[src/rtl/am2940_pkg.sv]
// Shared encodings for the word-count controller: counting modes and FSM states.
package am2940_pkg;

  localparam logic [1:0] WC_DOWN = 2'b00;
  localparam logic [1:0] WC_UP   = 2'b01;
  localparam logic [1:0] WC_RSVD = 2'b10;
  localparam logic [1:0] WC_FREE = 2'b11;

  typedef enum logic [1:0] {
    ST_IDLE = 2'b00,
    ST_RUN  = 2'b01,
    ST_DONE = 2'b10
  } state_t;

endpackage

[src/rtl/wc_done_cmp.sv]
// Combinational terminal-count detector: flags the cnt pulse that completes the block.
module wc_done_cmp
  import am2940_pkg::*;
#(
  parameter int WIDTH = 8
) (
  input  logic [1:0]       cr,
  input  logic [WIDTH-1:0] wc,
  input  logic [WIDTH-1:0] wr,
  input  logic             cnt,
  output logic             terminal
);

  logic [WIDTH-1:0] wc_inc;
  logic [WIDTH-1:0] one;

  assign one    = WIDTH'(1);
  assign wc_inc = wc + one;

  // Modulo compare makes a loaded 0 mean a full 2^WIDTH-word block in both modes.
  always_comb begin
    terminal = 1'b0;
    if (cnt) begin
      case (cr)
        WC_DOWN: terminal = (wc == one);
        WC_UP:   terminal = (wc_inc == wr);
        default: terminal = 1'b0;
      endcase
    end
  end

endmodule

[src/rtl/word_count_ctl.sv]
// Word-count controller FSM (IDLE/RUN/DONE) with word register and counter.
// Define WC_OVERRUN_ERR_EN to build the sticky overrun flag (cnt seen while DONE).
module word_count_ctl
  import am2940_pkg::*;
#(
  parameter int WIDTH = 8
) (
  input  logic             clk,
  input  logic             rst,
  input  logic [WIDTH-1:0] di,
  input  logic [1:0]       cr,
  input  logic             ldwr,
  input  logic             reinit,
  input  logic             cnt,
  output logic [WIDTH-1:0] wc,
  output logic             busy,
  output logic             done,
  output logic             err,
  output logic [1:0]       state_dbg
);

  state_t           state;
  logic [WIDTH-1:0] wr;
  logic             terminal;
  logic [WIDTH-1:0] one;

  assign one = WIDTH'(1);

  wc_done_cmp #(.WIDTH(WIDTH)) u_done_cmp (
    .cr       (cr),
    .wc       (wc),
    .wr       (wr),
    .cnt      (cnt),
    .terminal (terminal)
  );

  // Priority rst > ldwr > reinit > cnt; a cnt alongside a load is dropped.
  always_ff @(posedge clk) begin
    if (rst) begin
      state <= ST_IDLE;
      wc    <= '0;
      wr    <= '0;
    end else if (ldwr) begin
      wr    <= di;
      wc    <= (cr == WC_UP) ? '0 : di;
      state <= ST_RUN;
    end else if (reinit) begin
      wc    <= (cr == WC_UP) ? '0 : wr;
      state <= ST_RUN;
    end else if (cnt && state == ST_RUN) begin
      case (cr)
        WC_DOWN: wc <= wc - one;
        WC_UP:   wc <= wc + one;
        WC_FREE: wc <= wc - one;
        default: wc <= wc;
      endcase
      if (terminal) state <= ST_DONE;
    end
  end

  assign busy      = (state == ST_RUN);
  assign done      = (state == ST_DONE);
  assign state_dbg = state;

`ifdef WC_OVERRUN_ERR_EN
  logic err_q;

  always_ff @(posedge clk) begin
    if (rst || ldwr || reinit) begin
      err_q <= 1'b0;
    end else if (cnt && state == ST_DONE) begin
      err_q <= 1'b1;
    end
  end

  assign err = err_q;
`else
  assign err = 1'b0;
`endif

endmodule

[config.mk]
export PLATFORM = sky130hd
export DESIGN_NAME = word_count_ctl
export DESIGN_NICKNAME = d
export VERILOG_FILES = /design/src/rtl/am2940_pkg.sv /design/src/rtl/wc_done_cmp.sv /design/src/rtl/word_count_ctl.sv
export SDC_FILE = /design/constraint.sdc
export NUM_CORES = 1
export LEC_CHECK = 0
export ABC_AREA = 1
export CAP_MARGIN = 5
export CORE_MARGIN = 3
export CORE_UTILIZATION = 45
export CTS_CLUSTER_SIZE = 30
export DETAILED_ROUTE_END_ITERATION = 8
export PLACE_DENSITY = 0.73
export RECOVER_POWER = 50
export SLEW_MARGIN = 40
export SYNTH_ARGS = -nofsm -noshare
export SYNTH_HDL_FRONTEND = slang
export SYNTH_SLANG_ARGS = --single-unit
[constraint.sdc]
create_clock -name clk -period 2.65 [get_ports clk]
set_clock_uncertainty 0.15 [all_clocks]
set_input_delay 0.53 -clock clk [delete_from_list [all_inputs] [get_ports clk]]
set_output_delay 0.53 -clock clk [all_outputs]
set_load 0.01 [all_outputs]
After elaboration in Yosys (flattened, before gate mapping) --
Cells that the tools add are included.
Word-level totals: bits in latches 0, input port bits 15, register bits after elaboration 18, ROM bits 0, output and inout port bits 13, memories 0, RAM bits 0
Cells by class: muxes and demuxes 12, div/mod/pow operators 0, $add $sub $neg 2, reduce and logical (&&, ||, !) cells 10, shift-type cells 0, bitwise gates (word level) 0, $lt $le $gt $ge 0, eq/ne operators 6, multiply operators 0
Operators with widths (count):
- $mux W8 | 5
- $pmux W8 S2 | 1
- $add A8 B1 Y8 const B | 1
- $eq A8 B1 Y1 const B | 1
- $eq A8 B8 Y1 | 1
- $sub A8 B1 Y8 const B | 1
- $reduce_and A2 Y1 | 3
- $reduce_bool A3 Y1 | 2
- $mux W1 | 5
- $eq A2 B1 Y1 const B | 2
- $eq A2 B2 Y1 const B | 2
- $reduce_bool A4 Y1 | 1
- $reduce_or A3 Y1 | 1
- $logic_not A2 Y1 | 1
- $pmux W1 S2 | 1
- $reduce_or A2 Y1 | 1
- $logic_and A1 B1 Y1 | 1

Depth between registers and ports, before layout --
Gate-level depths: netlist of run 1.
word-level depth 8, mapped depth 14

By module --
From an unflattened synthesis of run 1, not the netlist that was laid out.
Second synthesis, totals: cells, all modules 252, area total of the unflattened synthesis 1564.0 um^2
By module, submodules not included:
- word_count_ctl | instances 1, area each 1197.4 um^2, cells an instance 169
- wc_done_cmp | instances 1, area each 366.6 um^2, cells an instance 83

Least setup slack after synthesis of run 1 --
OpenSTA, ideal clock, no wires.
kind reg2reg, start point register wc[0], end point register state[0], in the netlist state_dbg[0], path buffers 0, stages on the path, launching flop included 15, path slack 0.725 ns, required time 2.369 ns, data arrival time 1.644 ns, path through dfxtp_1 > inv_1 > ha_1 > inv_1 > nor2_1 > nor2_1 > nand3_1 > nor2_1 > nand3_1 > nor2_1 > nand3_1 > nand2_1 > nand2_1 > nand2_1 > a21oi_2
Between the ends: longest elaborated chain between the ends 6
RTL lines:
- start: declaration | line word_count_ctl.sv:15 | output logic [WIDTH-1:0] wc,
- start signal: assignment | line word_count_ctl.sv:45 | wc <= (cr == WC_UP) ? '0 : di;
- start signal: assignment | line word_count_ctl.sv:48 | wc <= (cr == WC_UP) ? '0 : wr;
- start signal: assignment | line word_count_ctl.sv:52 | WC_DOWN: wc <= wc - one;
- $add A8 B1 Y8 | line wc_done_cmp.sv:18 | assign wc_inc = wc + one;
- $eq A8 B8 Y1 | line wc_done_cmp.sv:26 | WC_UP: terminal = (wc_inc == wr);
- $pmux W1 S2 (*) | line wc_done_cmp.sv:24 | case (cr)
- $mux W1 (*) | line wc_done_cmp.sv:23 | if (cnt) begin
- $reduce_bool A3 Y1 (no source line) (*)
- $reduce_and A2 Y1 (no source line) (*)
- end signal: assignment | line word_count_ctl.sv:40 | state <= ST_IDLE;
- end signal: assignment | line word_count_ctl.sv:46 | state <= ST_RUN;
- end signal: assignment | line word_count_ctl.sv:49 | state <= ST_RUN;
- end: declaration | line word_count_ctl.sv:22 | state_t state;
Mark *: on every way between the ends. The rest lies on a longest branch, timed or not. A chain may end at the register's enable or synchronous reset.

Worst setup path after layout of run 1 --
start point input port ldwr, end point register wc[6]
Between the ends: longest elaborated chain between the ends 2
RTL lines:
- start: declaration | line word_count_ctl.sv:12 | input logic ldwr,
- $reduce_bool A4 Y1 (no source line) / $reduce_bool A3 Y1 (equally long branches)
- $reduce_and A2 Y1 (no source line)
Several ways; a longest one is shown, not always the timed one.

==> summary.log, run 1 <==
qor: route.drc 0
qor: synthesis.synth.top_cells.by_count sky130_fd_sc_hd__nand2_1 (56), sky130_fd_sc_hd__inv_1 (28), sky130_fd_sc_hd__a21oi_1 (19), sky130_fd_sc_hd__nor2_1 (19), sky130_fd_sc_hd__dfxtp_1 (18)
qor: clocking.cts_inserted_buffers 3
qor: grt.global_route_wire_length_before_repair 5910 µm
qor: route.detail_route.vias_per_cell 5.24
qor: worst_setup_path.critical_path_s_most_frequent_cell sky130_fd_sc_hd__inv_1
qor: worst_setup_path.worstSetupStartpointType primary input
qor: synthesis.yosys.area.top_type sky130_fd_sc_hd__dfxtp_1
qor: finish.final_cell_area 0.00169 mm²
qor: finish.layout-drive-gt1-share 0.0776
qor: place.placed_area 0.00166 mm²
qor: run_status.outcome complete, no violations
qor: min_path.hold_path_startpoint state_dbg[1]
qor: power_and_ir_drop.power_report.internal_total 0.474 mW
qor: power_and_ir_drop.worst_ir_drop_vdd 0.000275 V
qor: sta.rsz0062_at_grt no
qor: floorplanning.core_area 0.00281 mm²
qor: power_and_ir_drop.power_leakage 0.763 nW
qor: floorplanning.die_h 60.6 µm
qor: worst_setup_path.worstSetupStartpoint ldwr
qor: grt.overflow 0
qor: synthesis.ys_warn_count 0
qor: place.place_congestion 0.881
qor: sta.setup_viol 0
qor: floorplanning.fp.dieArea 0.00367 mm²
qor: synthesis.post_synth_design_cell_area 0.00134 mm²
qor: finish.final.fill_count 293
qor: synthesis.async_reset_ff_frac 0
qor: sta.number_of_max_slew_violations_in_the_final_report 0
qor: sta.report.final.hold_viol_count 0
qor: synthesis.yosys.cell_types.count 34
qor: synthesis.synth_enable_flop_cells 0
qor: clocking.cts_htree_levels 1
qor: route.route.final.wire_length 3540 µm
qor: worst_setup_path.worst_path_largest_cell_delay 0.65 ns
qor: place.port_buffers 26
qor: place.dp.final_hpwl 2860 µm
qor: finish.layout-area-overhead-vs-synth 26.0%
qor: synthesis.synthXorXnorAreaFrac 0.0326
qor: clocking.ctsLongestPathBuffers 2
qor: synthesis.syn_inst 213
qor: clocking.worst_setup_hold_path_clk_slew 0.11 ns
qor: worst_setup_path.reg2reg_from wc[0]
qor: worst_setup_path.critPathRequiredTime 2.68 ns
qor: power_and_ir_drop.comb_power_share 0.321
qor: worst_setup_path.worst_ep_arrival_time 2.28 ns
qor: worst_setup_path.worst_path_max_delay_cell sky130_fd_sc_hd__dlygate4sd3_1
qor: route.antenna_left 0
qor: grt.antenna_found_initial 0
qor: grt.grt_max_degree 13
qor: worst_setup_path.worst-setup-path-type in2reg
qor: finish.finalNetCount 266
qor: clocking.clock_insertion_delay_worst_skew 0.29 ns
qor: clocking.tritoncts done
qor: route.firstDrtPassIters 4
qor: synthesis.synthTopCellsByArea sky130_fd_sc_hd__dfxtp_1 (27%), sky130_fd_sc_hd__nand2_1 (16%), sky130_fd_sc_hd__inv_1 (7.8%)
qor: floorplanning.initial_core_util 0.479
qor: sta.fin_crit_sh 0.848
qor: clocking.post_cts_resize_count 0
qor: sta.minimum_clock_period_after_layout 2.25 ns
qor: power_and_ir_drop.power_frac_seq 0.437
qor: clocking.count_of_hold_buffers_inserted_by_post_cts_repair 0
qor: power_and_ir_drop.clock_power_share 0.243
qor: route.route.vias.total 1446
qor: worst_setup_path.critical_path.endpoint_type register
qor: clocking.cts.root.buffer_cell sky130_fd_sc_hd__clkbuf_4
qor: grt.via_count_of_the_first_global_routing_pass 1307
qor: route.drtIter0Drc 78
qor: synthesis.yosys.area.top_type_share 0.268
qor: synthesis.synth.most_common_cell sky130_fd_sc_hd__nand2_1
qor: synthesis.mappedNetlistNets 233
qor: floorplanning.die-width 60.6 µm
qor: synthesis.synth-simple-area-share 0.334
qor: synthesis.synthesis.area_per_instance 6.30 µm²
qor: power_and_ir_drop.pwr_density_cell 425 mW/mm²
qor: synthesis.register_area_share_after_synthesis 0.268
qor: route.drt-wirelength-per-cell 12.8 µm
qor: worst_setup_path.crit_path_max_fanout 9
qor: sta.fmax 445 MHz
qor: worst_setup_path.critical-path-top-delay-family buffers and inverters
qor: synthesis.postSynthRegisterBits 18
qor: synthesis.yosys-mux-area-fraction 0
qor: floorplanning.pin_count 28
qor: grt.grt_util_all_layers 0.216
qor: sta.totalNegativeSetupSlack 0 ns
qor: synthesis.synth_compound_gate_area_share 0.209
qor: min_path.timing.hold.worst.class reg2reg
qor: power_and_ir_drop.p_sw 0.245 mW
qor: power_and_ir_drop.sw_frac_of_total 0.341
qor: clocking.post_cts.repair.setup_buffers 0
qor: synthesis.synth_flop_cell sky130_fd_sc_hd__dfxtp_1
qor: worst_setup_path.cp_cell_sequence dlygate4sd3_1 -> nor2_8 -> inv_1 -> nor2_2 -> inv_1 -> o21ai_0 -> a41oi_1
qor: synthesis.synth_adder_area_share 0.0466
qor: floorplanning.rows 19
qor: synthesis.dominant_combinational_cell_family_by_area_after_synthesis simple AND/OR/NAND/NOR gates
qor: flow_run.cap_violations 0
qor: finish.insertedDiodeCount 0
qor: worst_setup_path.cp.buffers_inverters 3
qor: clocking.clkSinkCount 18
registers in the layout, summed over array words and instances, names as in the netlist:
name and cells:
wc 8, wr 8, state_dbg 2
through the flow:
step                      setup slack [ns]  hold slack, ns  power (mW)  utilization  instances
after floorplan                      0.725           0.317       0.460            -        213
after global routing                 0.247           0.388       0.760        0.603        276
after detailed placement             0.166           0.338       0.553        0.593        272
final                                0.403           0.347       0.719        0.603        276
after global placement               0.145           0.334       0.551        0.593        272
after CTS                            0.472           0.354       0.725        0.606        276
layout by cell type (no fill, tap or decap), types with 2 or more instances in the layout:
| master | synthesis | layout |
|---|---|---|
| sky130_fd_sc_hd__inv_1 | 28 | 28 |
| sky130_fd_sc_hd__a221oi_1 | 2 | 2 |
| sky130_fd_sc_hd__nand2_2 | 3 | 3 |
| sky130_fd_sc_hd__a41oi_1 | 3 | 3 |
| sky130_fd_sc_hd__clkdlybuf4s50_1 | 0 | 18 |
| sky130_fd_sc_hd__nor2_1 | 19 | 19 |
| sky130_fd_sc_hd__clkbuf_1 | 2 | 2 |
| sky130_fd_sc_hd__ha_1 | 5 | 5 |
| sky130_fd_sc_hd__buf_4 | 1 | 5 |
| sky130_fd_sc_hd__dlygate4sd3_1 | 0 | 8 |
| sky130_fd_sc_hd__nand3_1 | 15 | 15 |
| sky130_fd_sc_hd__nor2_2 | 3 | 3 |
| sky130_fd_sc_hd__nor3_1 | 2 | 2 |
| sky130_fd_sc_hd__xor2_1 | 4 | 4 |
| sky130_fd_sc_hd__a211oi_1 | 3 | 3 |
| sky130_fd_sc_hd__dfxtp_1 | 18 | 18 |
| sky130_fd_sc_hd__nand2_1 | 56 | 56 |
| sky130_fd_sc_hd__a21oi_1 | 19 | 19 |
| sky130_fd_sc_hd__clkbuf_4 | 0 | 3 |
| sky130_fd_sc_hd__o21ai_0 | 13 | 13 |
power groups by stage:
stage                     combinational [mW]  sequential, mW  clock, mW
final                                  0.230           0.314      0.174
after global routing                   0.258           0.318      0.184
after CTS                              0.234           0.314      0.177
after detailed placement               0.233           0.320          0
after global placement                 0.231           0.320          0
after floorplan                        0.139           0.321          0
cell type report:
class	instances	area (µm²)	share of cell area
Tap cell	31	38.8	0.0229
Clock buffer	4	36.3	0.0214
Inverter	30	113	0.0666
Timing Repair Buffer	33	305	0.180
Sequential cell	18	360	0.213
Multi-Input combinational cell	160	838	0.496
routing by layer:
layer / global-route usage / part of all wire / vias up
met2: 0.337 / 0.45 / 48
met5: 0 / 0 / -
li1: - / - / 766
met4: 0.0929 / 0.0076 / 0
met1: 0.297 / 0.50 / 628
met3: 0.0277 / 0.036 / 4
tightest hold or removal path, delay by kind of cell (launching register included):
family | cells | cell delay [ns]
AOI/OAI and AO/OA | 1 | 0.07
buffers and inverters | 1 | 0.07
DFF | 1 | 0.33
path summary, 6_finish.rpt:
check            endpoint  slack (ns)  cells after the start
max                 wc[6]        0.40                      7
min          state_dbg[1]        0.35                      2
max reg2reg  state_dbg[0]        0.51                     14
min reg2reg  state_dbg[1]        0.35                      2
logic make-up after synthesis:
logic type / count (synthesis)
buffers and inverters: 35
other: 1
and+or+nand+nor: 102
AOI/OAI and AO/OA: 47
adders and majority gates: 5
xor gates and xnor gates: 5
DFF: 18
No activity file was read; power rests on OpenSTA's default activity.
==> inputs of run 2 (changes only) <==
==> constraint.sdc (replaced) <==
create_clock -name clk -period 2.3 [get_ports clk]
set_clock_uncertainty 0.15 [all_clocks]
set_input_delay 0.46 -clock clk [delete_from_list [all_inputs] [get_ports clk]]
set_output_delay 0.46 -clock clk [all_outputs]
set_load 0.01 [all_outputs]
==> run 2 against run 1 <==
- final area grew 4.5%
- critical path depth grew 1
- first-iteration DRC count shrank 9.0%
==> summary.log, run 2 (synthesized netlist as in run 1, its figures left out) <==
qor: min_path.hold_path_depth 2 [unchanged]
qor: place.port_buffers 26 [unchanged]
qor: finish.final_cell_area 0.00177 mm² [was 0.00169 mm²]
qor: grt.grt_max_degree 13 [unchanged]
qor: worst_setup_path.worst-setup-path-type in2reg [unchanged]
qor: grt.global_route_wire_length_before_repair 6050 µm [was 5910 µm]
qor: finish.most-common-layout-cells sky130_fd_sc_hd__nand2_1 (56), sky130_fd_sc_hd__inv_1 (28), sky130_fd_sc_hd__nor2_1 (19), sky130_fd_sc_hd__a21oi_1 (19), sky130_fd_sc_hd__clkdlybuf4s50_1 (19) [was sky130_fd_sc_hd__nand2_1 (56), sky130_fd_sc_hd__inv_1 (28), sky130_fd_sc_hd__nor2_1 (19), sky130_fd_sc_hd__a21oi_1 (19)]
qor: sta.number_of_max_slew_violations_in_the_final_report 0 [unchanged]
qor: worst_setup_path.cp_cell_sequence clkdlybuf4s50_1 -> clkbuf_1 -> nor2_8 -> inv_1 -> buf_4 -> a21oi_1 -> a221oi_1 -> a211oi_1 [was dlygate4sd3_1 -> nor2_8 -> inv_1 -> nor2_2 -> inv_1 -> o21ai_0 -> a41oi_1]
qor: finish.layout.cells.non_filler 284 [was 276]
qor: route.antenna_left 0 [unchanged]
qor: power_and_ir_drop.pwr_density_cell 484 mW/mm² [was 425 mW/mm²]
qor: floorplanning.rows 19 [unchanged]
qor: worst_setup_path.critPathRequiredTime 2.34 ns [was 2.68 ns]
qor: finish.layout_commonest_cell sky130_fd_sc_hd__nand2_1 [unchanged]
qor: clocking.post_cts.repair.setup_buffers 0 [unchanged]
qor: worst_setup_path.worst_path_max_delay_cell sky130_fd_sc_hd__clkdlybuf4s50_1 [was sky130_fd_sc_hd__dlygate4sd3_1]
qor: clocking.cts_htree_levels 1 [unchanged]
qor: finish.layout-drive-gt1-share 0.111 [was 0.0776]
qor: worst_setup_path.crit_path_max_fanout 9 [unchanged]
qor: sta.report.final.hold_viol_count 0 [unchanged]
qor: clocking.post_cts_resize_count 0 [unchanged]
qor: floorplanning.die-width 60.6 µm [unchanged]
qor: place.post-place-ws -0.0104 ns [was 0.166 ns]
qor: grt.use_met2 0.354 [was 0.337]
qor: route.detail_route.vias_per_cell 5.38 [was 5.24]
qor: clocking.cts_inserted_buffers 3 [unchanged]
qor: route.route.final.wire_length 3760 µm [was 3540 µm]
qor: worst_setup_path.worst_ep_arrival_time 2.11 ns [was 2.28 ns]
qor: floorplanning.die_h 60.6 µm [unchanged]
qor: route.drc 0 [unchanged]
qor: place.dp.final_hpwl 2980 µm [was 2860 µm]
qor: worst_setup_path.worst_path_largest_cell_delay 0.48 ns [was 0.65 ns]
qor: power_and_ir_drop.worst_ir_drop_vdd 0.000301 V [was 0.000275 V]
qor: flow_run.cap_violations 0 [unchanged]
qor: finish.layout-area-overhead-vs-synth 31.7% [was 26.0%]
qor: floorplanning.core_area 0.00281 mm² [unchanged]
qor: grt.grt_busiest_layer met2 [unchanged]
qor: finish.final.fill_count 288 [was 293]
qor: finish.postLayoutCoreUtil 0.630 [was 0.603]
qor: sta.worst_slew_pin_slew 0.604 ns
qor: clocking.worst_setup_hold_path_clk_slew 0.12 ns [was 0.11 ns]
qor: sta.fmax 482 MHz
qor: sta.slew_limit_headroom 0.597
qor: grt.grt_use_met1 0.302 [was 0.297]
qor: sta.fin_crit_sh 0.902
qor: run_status.outcome complete, no violations [unchanged]
qor: worst_setup_path.worstSetupStartpointType primary input [unchanged]
qor: route.route.vias.total 1528 [was 1446]
qor: place.placed_area 0.00174 mm² [was 0.00166 mm²]
qor: grt.via_count_of_the_first_global_routing_pass 1315 [was 1307]
qor: worst_setup_path.cp.buffers_inverters 4 [was 3]
qor: worst_setup_path.critical-path-top-delay-family buffers and inverters [unchanged]
qor: worst_setup_path.critical_path.endpoint_type register [unchanged]
qor: floorplanning.pin_count 28 [unchanged]
qor: grt.grt_util_all_layers 0.218 [was 0.216]
qor: power_and_ir_drop.power_leakage 0.809 nW [was 0.763 nW]
qor: floorplanning.fp.dieArea 0.00367 mm² [unchanged]
qor: grt.grtUsageMet3 0.0277 [unchanged]
qor: clocking.ctsLongestPathBuffers 2 [unchanged]
qor: sta.rsz0062_at_grt no [unchanged]
qor: grt.antenna_found_initial 0 [unchanged]
qor: worst_setup_path.ff_to_ff_end state_dbg[0] [unchanged]
qor: finish.finalNetCount 274 [was 266]
qor: clocking.cts.root.buffer_cell sky130_fd_sc_hd__clkbuf_4 [unchanged]
qor: route.drtIter0Drc 71 [was 78]
qor: worst_setup_path.worst-r2r-setup-slack 0.38 ns [was 0.51 ns]
qor: finish.layout.area.seq 360 µm² [unchanged]
qor: floorplanning.initial_core_util 0.479 [unchanged]
qor: min_path.hold_path_startpoint state_dbg[1] [unchanged]
qor: finish.multiInputGateArea 838 µm² [unchanged]
qor: finish.insertedDiodeCount 0 [unchanged]
qor: sta.timing.final.ws_setup 0.226 ns [was 0.403 ns]
qor: min_path.hold_crit_endpoint state_dbg[1] [unchanged]
qor: clocking.count_of_hold_buffers_inserted_by_post_cts_repair 0 [unchanged]
qor: sta.minimum_clock_period_after_layout 2.07 ns
qor: clocking.tritoncts done [unchanged]
qor: sta.setup_viol 0 [unchanged]
qor: grt.overflow 0 [unchanged]
qor: route.firstDrtPassIters 4 [unchanged]
qor: worst_setup_path.reg2reg_from wc[0] [unchanged]
qor: clocking.clkSinkCount 18 [unchanged]
qor: min_path.timing.hold.worst.class reg2reg [unchanged]
qor: route.drt-wirelength-per-cell 13.2 µm [was 12.8 µm]
qor: place.post-place-cells 280 [was 272]
qor: worst_setup_path.reg2reg_depth 13 [was 14]
qor: place.place_congestion 0.871 [was 0.881]
qor: clocking.clock_insertion_delay_worst_skew 0.30 ns [was 0.29 ns]
## run 2: tightest hold or removal path, delay by kind of cell, from the launching register on
kind	cells	cell delay (ns)
compound gates	1	0.06
buf+inv	1	0.07
flops	1	0.34
## run 2: power by group
group | internal (mW) | switching, mW
combinational | 0.130 | 0.160
clock | 0.0964 | 0.111
sequential | 0.333 | 0.0244
total | 0.560 | 0.296
## run 2: stage by stage
stage	hold slack [ns]	TNS [ns]	total power, mW
final	0.348	0	0.856
after global placement	0.330	-0.0171	0.654
after CTS	0.348	0	0.858
after global routing	0.366	0	0.903
after floorplan	0.317	0	0.530
after detailed placement	0.330	-0.0134	0.655
## run 2: metal layers
layer	up-vias	share of wire
met5	-	0
met4	0	0.011
met3	4	0.070
met2	58	0.46
met1	685	0.46
li1	781	-
## run 2: worst max-delay path by stage
stage                      start      endpoint  cells after the start
floorplan                  wc[0]  state_dbg[0]                     14
global placement           cr[0]         wc[1]                      8
detailed placement         cr[0]         wc[2]                      8
CTS                 state_dbg[0]          busy                      3
global route                ldwr         wc[5]                      8
finish                      ldwr         wc[1]                      8
## run 2: cell type report
cell class              instances  area share
multi-input cells             160       0.474
inverters                      30      0.0637
clock buffers                   4      0.0205
repair buffers                 41       0.216
well taps                      31      0.0219
flip-flops and latches         18       0.204
==> inputs of run 3 (changes only) <==
==> constraint.sdc (replaced) <==
create_clock -name clk -period 1.98 [get_ports clk]
set_clock_uncertainty 0.15 [all_clocks]
set_input_delay 0.396 -clock clk [delete_from_list [all_inputs] [get_ports clk]]
set_output_delay 0.396 -clock clk [all_outputs]
set_load 0.01 [all_outputs]
==> run 3 against run 2 <==
- clock power grew 13%
- combinational power grew 30%
- power grew 21%
- critical path depth is the same
- routed wire length grew 5.8%
- first-iteration DRC count grew 45%
- via count grew 1.4%
- register-to-register slack lost 0.27 ns
- non-clock buffer count grew 7
- final cell count grew 2.5%
- utilization grew 3.7 points
- sequential cell count is the same
- critical endpoint unchanged
- highest routed layer unchanged
==> summary.log, run 3 (synthesized netlist as in run 1, its figures left out) <==
qor: finish.insertedDiodeCount 0 [unchanged]
qor: worst_setup_path.critPathRequiredTime 2.01 ns [was 2.34 ns]
qor: clocking.cts_inserted_buffers 3 [unchanged]
qor: route.drc 0 [unchanged]
qor: route.antenna_left 0 [unchanged]
qor: route.route.vias.total 1549 [was 1528]
qor: sta.setup_viol 0 [unchanged]
qor: finish.layout-area-overhead-vs-synth 39.4% [was 31.7%]
qor: sta.number_of_max_slew_violations_in_the_final_report 0 [unchanged]
qor: min_path.timing.hold.worst.class reg2reg [unchanged]
qor: flow_run.cap_violations 0 [unchanged]
qor: worst_setup_path.crit_path_max_fanout 9 [unchanged]
qor: finish.final.fill_count 264 [was 288]
qor: clocking.clkSinkCount 18 [unchanged]
qor: grt.antenna_found_initial 0 [unchanged]
qor: power_and_ir_drop.worst_ir_drop_vdd 0.000283 V [was 0.000301 V]
qor: grt.overflow 0 [unchanged]
qor: grt.grt_max_degree 13 [unchanged]
qor: route.detail_route.vias_per_cell 5.32 [was 5.38]
qor: worst_setup_path.critical_path.endpoint_type register [unchanged]
qor: run_status.outcome complete, no violations [unchanged]
qor: route.route.final.wire_length 3980 µm [was 3760 µm]
qor: floorplanning.die-width 60.6 µm [unchanged]
qor: route.firstDrtPassIters 4 [unchanged]
qor: sta.minimum_clock_period_after_layout 1.94 ns
qor: grt.grt_util_all_layers 0.228 [was 0.218]
qor: clocking.tritoncts done [unchanged]
qor: clocking.ctsLongestPathBuffers 2 [unchanged]
qor: place.place_congestion 0.898 [was 0.871]
qor: sta.rsz0062_at_grt yes [was no]
qor: worst_setup_path.worst_ep_arrival_time 1.97 ns [was 2.11 ns]
qor: floorplanning.rows 19 [unchanged]
qor: floorplanning.core_area 0.00281 mm² [unchanged]
qor: place.dp.final_hpwl 3090 µm [was 2980 µm]
qor: floorplanning.pin_count 28 [unchanged]
qor: clocking.cts.root.buffer_cell sky130_fd_sc_hd__clkbuf_4 [unchanged]
qor: grt.global_route_wire_length_before_repair 6280 µm [was 6050 µm]
qor: clocking.cts_htree_levels 1 [unchanged]
qor: finish.finalNetCount 281 [was 274]
qor: route.drtIter0Drc 103 [was 71]
qor: sta.fin_crit_sh 0.980
qor: route.drt-wirelength-per-cell 13.7 µm [was 13.2 µm]
qor: sta.fmax 515 MHz
qor: floorplanning.fp.dieArea 0.00367 mm² [unchanged]
qor: floorplanning.initial_core_util 0.479 [unchanged]
qor: finish.multiInputGateArea 903 µm² [was 838 µm²]
qor: grt.via_count_of_the_first_global_routing_pass 1413 [was 1315]
qor: place.port_buffers 26 [unchanged]
qor: finish.layout_commonest_cell sky130_fd_sc_hd__nand2_1 [unchanged]
qor: finish.layout.area.seq 364 µm² [was 360 µm²]
qor: clocking.worst_setup_hold_path_clk_slew 0.11 ns [was 0.12 ns]
qor: finish.layout-drive-gt1-share 0.185 [was 0.111]
qor: sta.report.final.hold_viol_count 0 [unchanged]
qor: finish.final_cell_area 0.00187 mm² [was 0.00177 mm²]
qor: finish.most-common-layout-cells sky130_fd_sc_hd__nand2_1 (55), sky130_fd_sc_hd__inv_1 (25), sky130_fd_sc_hd__clkdlybuf4s50_1 (23) [was sky130_fd_sc_hd__nand2_1 (56), sky130_fd_sc_hd__inv_1 (28), sky130_fd_sc_hd__nor2_1 (19), sky130_fd_sc_hd__a21oi_1 (19), sky130_fd_sc_hd__clkdlybuf4s50_1 (19)]
qor: finish.postLayoutCoreUtil 0.667 [was 0.630]
qor: power_and_ir_drop.pwr_density_cell 551 mW/mm² [was 484 mW/mm²]
qor: floorplanning.die_h 60.6 µm [unchanged]
qor: place.placed_area 0.00179 mm² [was 0.00174 mm²]
qor: worst_setup_path.worstSetupStartpointType primary input [unchanged]
qor: clocking.clock_insertion_delay_worst_skew 0.30 ns [about the same]
qor: worst_setup_path.worst-setup-path-type in2reg [unchanged]
qor: power_and_ir_drop.power_leakage 0.848 nW [was 0.809 nW]
## run 3: cell types whose count changed in the layout (fill, tap and decap cells not counted), sizes merged
| cell | delta |
|---|---|
| clkbuf | +5 |
| dlymetal6s2s | +1 |
| dlygate4sd3 | -7 |
| buf | +4 |
| clkdlybuf4s50 | +4 |
## run 3: path summary, 6_finish.rpt
path | from | end | slack (ns) | depth (start not counted)
min | state_dbg[0] | state_dbg[0] | 0.35 | 2
min reg2reg | state_dbg[0] | state_dbg[0] | 0.35 | 2
max reg2reg | wc[0] | state_dbg[0] | 0.11 | 13
max | cr[0] | wc[1] | 0.04 | 8
## run 3: layer usage
metal	part of all wire	routed length [µm]	vias to the layer above	global-route usage
met3	0.064	253	4	0.0532
met4	0.0063	25	0	0.0836
met1	0.44	1770	690	0.303
met2	0.49	1930	63	0.360
met5	0	0	-	0
li1	-	-	792	-
## run 3: cell type report
cell class                      instances  area share
Timing Repair Buffer                   48       0.223
Clock buffer                            4      0.0194
Multi-Input combinational cell        160       0.483
Inverter                               30      0.0602
Sequential cell                        18       0.195
Tap cell                               31      0.0207
## run 3: worst max-delay path, cell delays in order
cell and delay (ns):
sky130_fd_sc_hd__clkdlybuf4s50_1 0.48, sky130_fd_sc_hd__inv_1 0.05, sky130_fd_sc_hd__ha_1 0.31, sky130_fd_sc_hd__buf_4 0.19, sky130_fd_sc_hd__inv_2 0.11, sky130_fd_sc_hd__a21oi_1 0.10, sky130_fd_sc_hd__a221oi_2 0.27, sky130_fd_sc_hd__a211oi_1 0.07
## run 3: through the flow
stage / std cells / total power [mW] / TNS, ns / worst slack, ns / hold slack (ns)
4_1_cts: 291 / 1.01 / 0 / 0.00738 / 0.357
5_1_grt: 291 / 1.09 / -0.0354 / -0.0199 / 0.361
6_report: 291 / 1.03 / 0 / 0.0400 / 0.349
2_1_floorplan: 213 / 0.616 / 0 / 0.0549 / 0.317
3_5_place_dp: 287 / 0.780 / -2.20 / -0.291 / 0.340
3_3_place_gp: 287 / 0.777 / -1.91 / -0.289 / 0.325
## run 3: power by group
group / total (mW) / internal [mW] / switching (mW)
clock network: 0.234 / 0.112 / 0.122
registers: 0.421 / 0.388 / 0.0326
logic: 0.377 / 0.174 / 0.204
## run 3: timing repair
item,CTS,global route
hold buffers,0,0
endpoints found under the setup margin,1,9
gates resized for setup,1,24
pin swaps,0,1
setup buffers,0,0
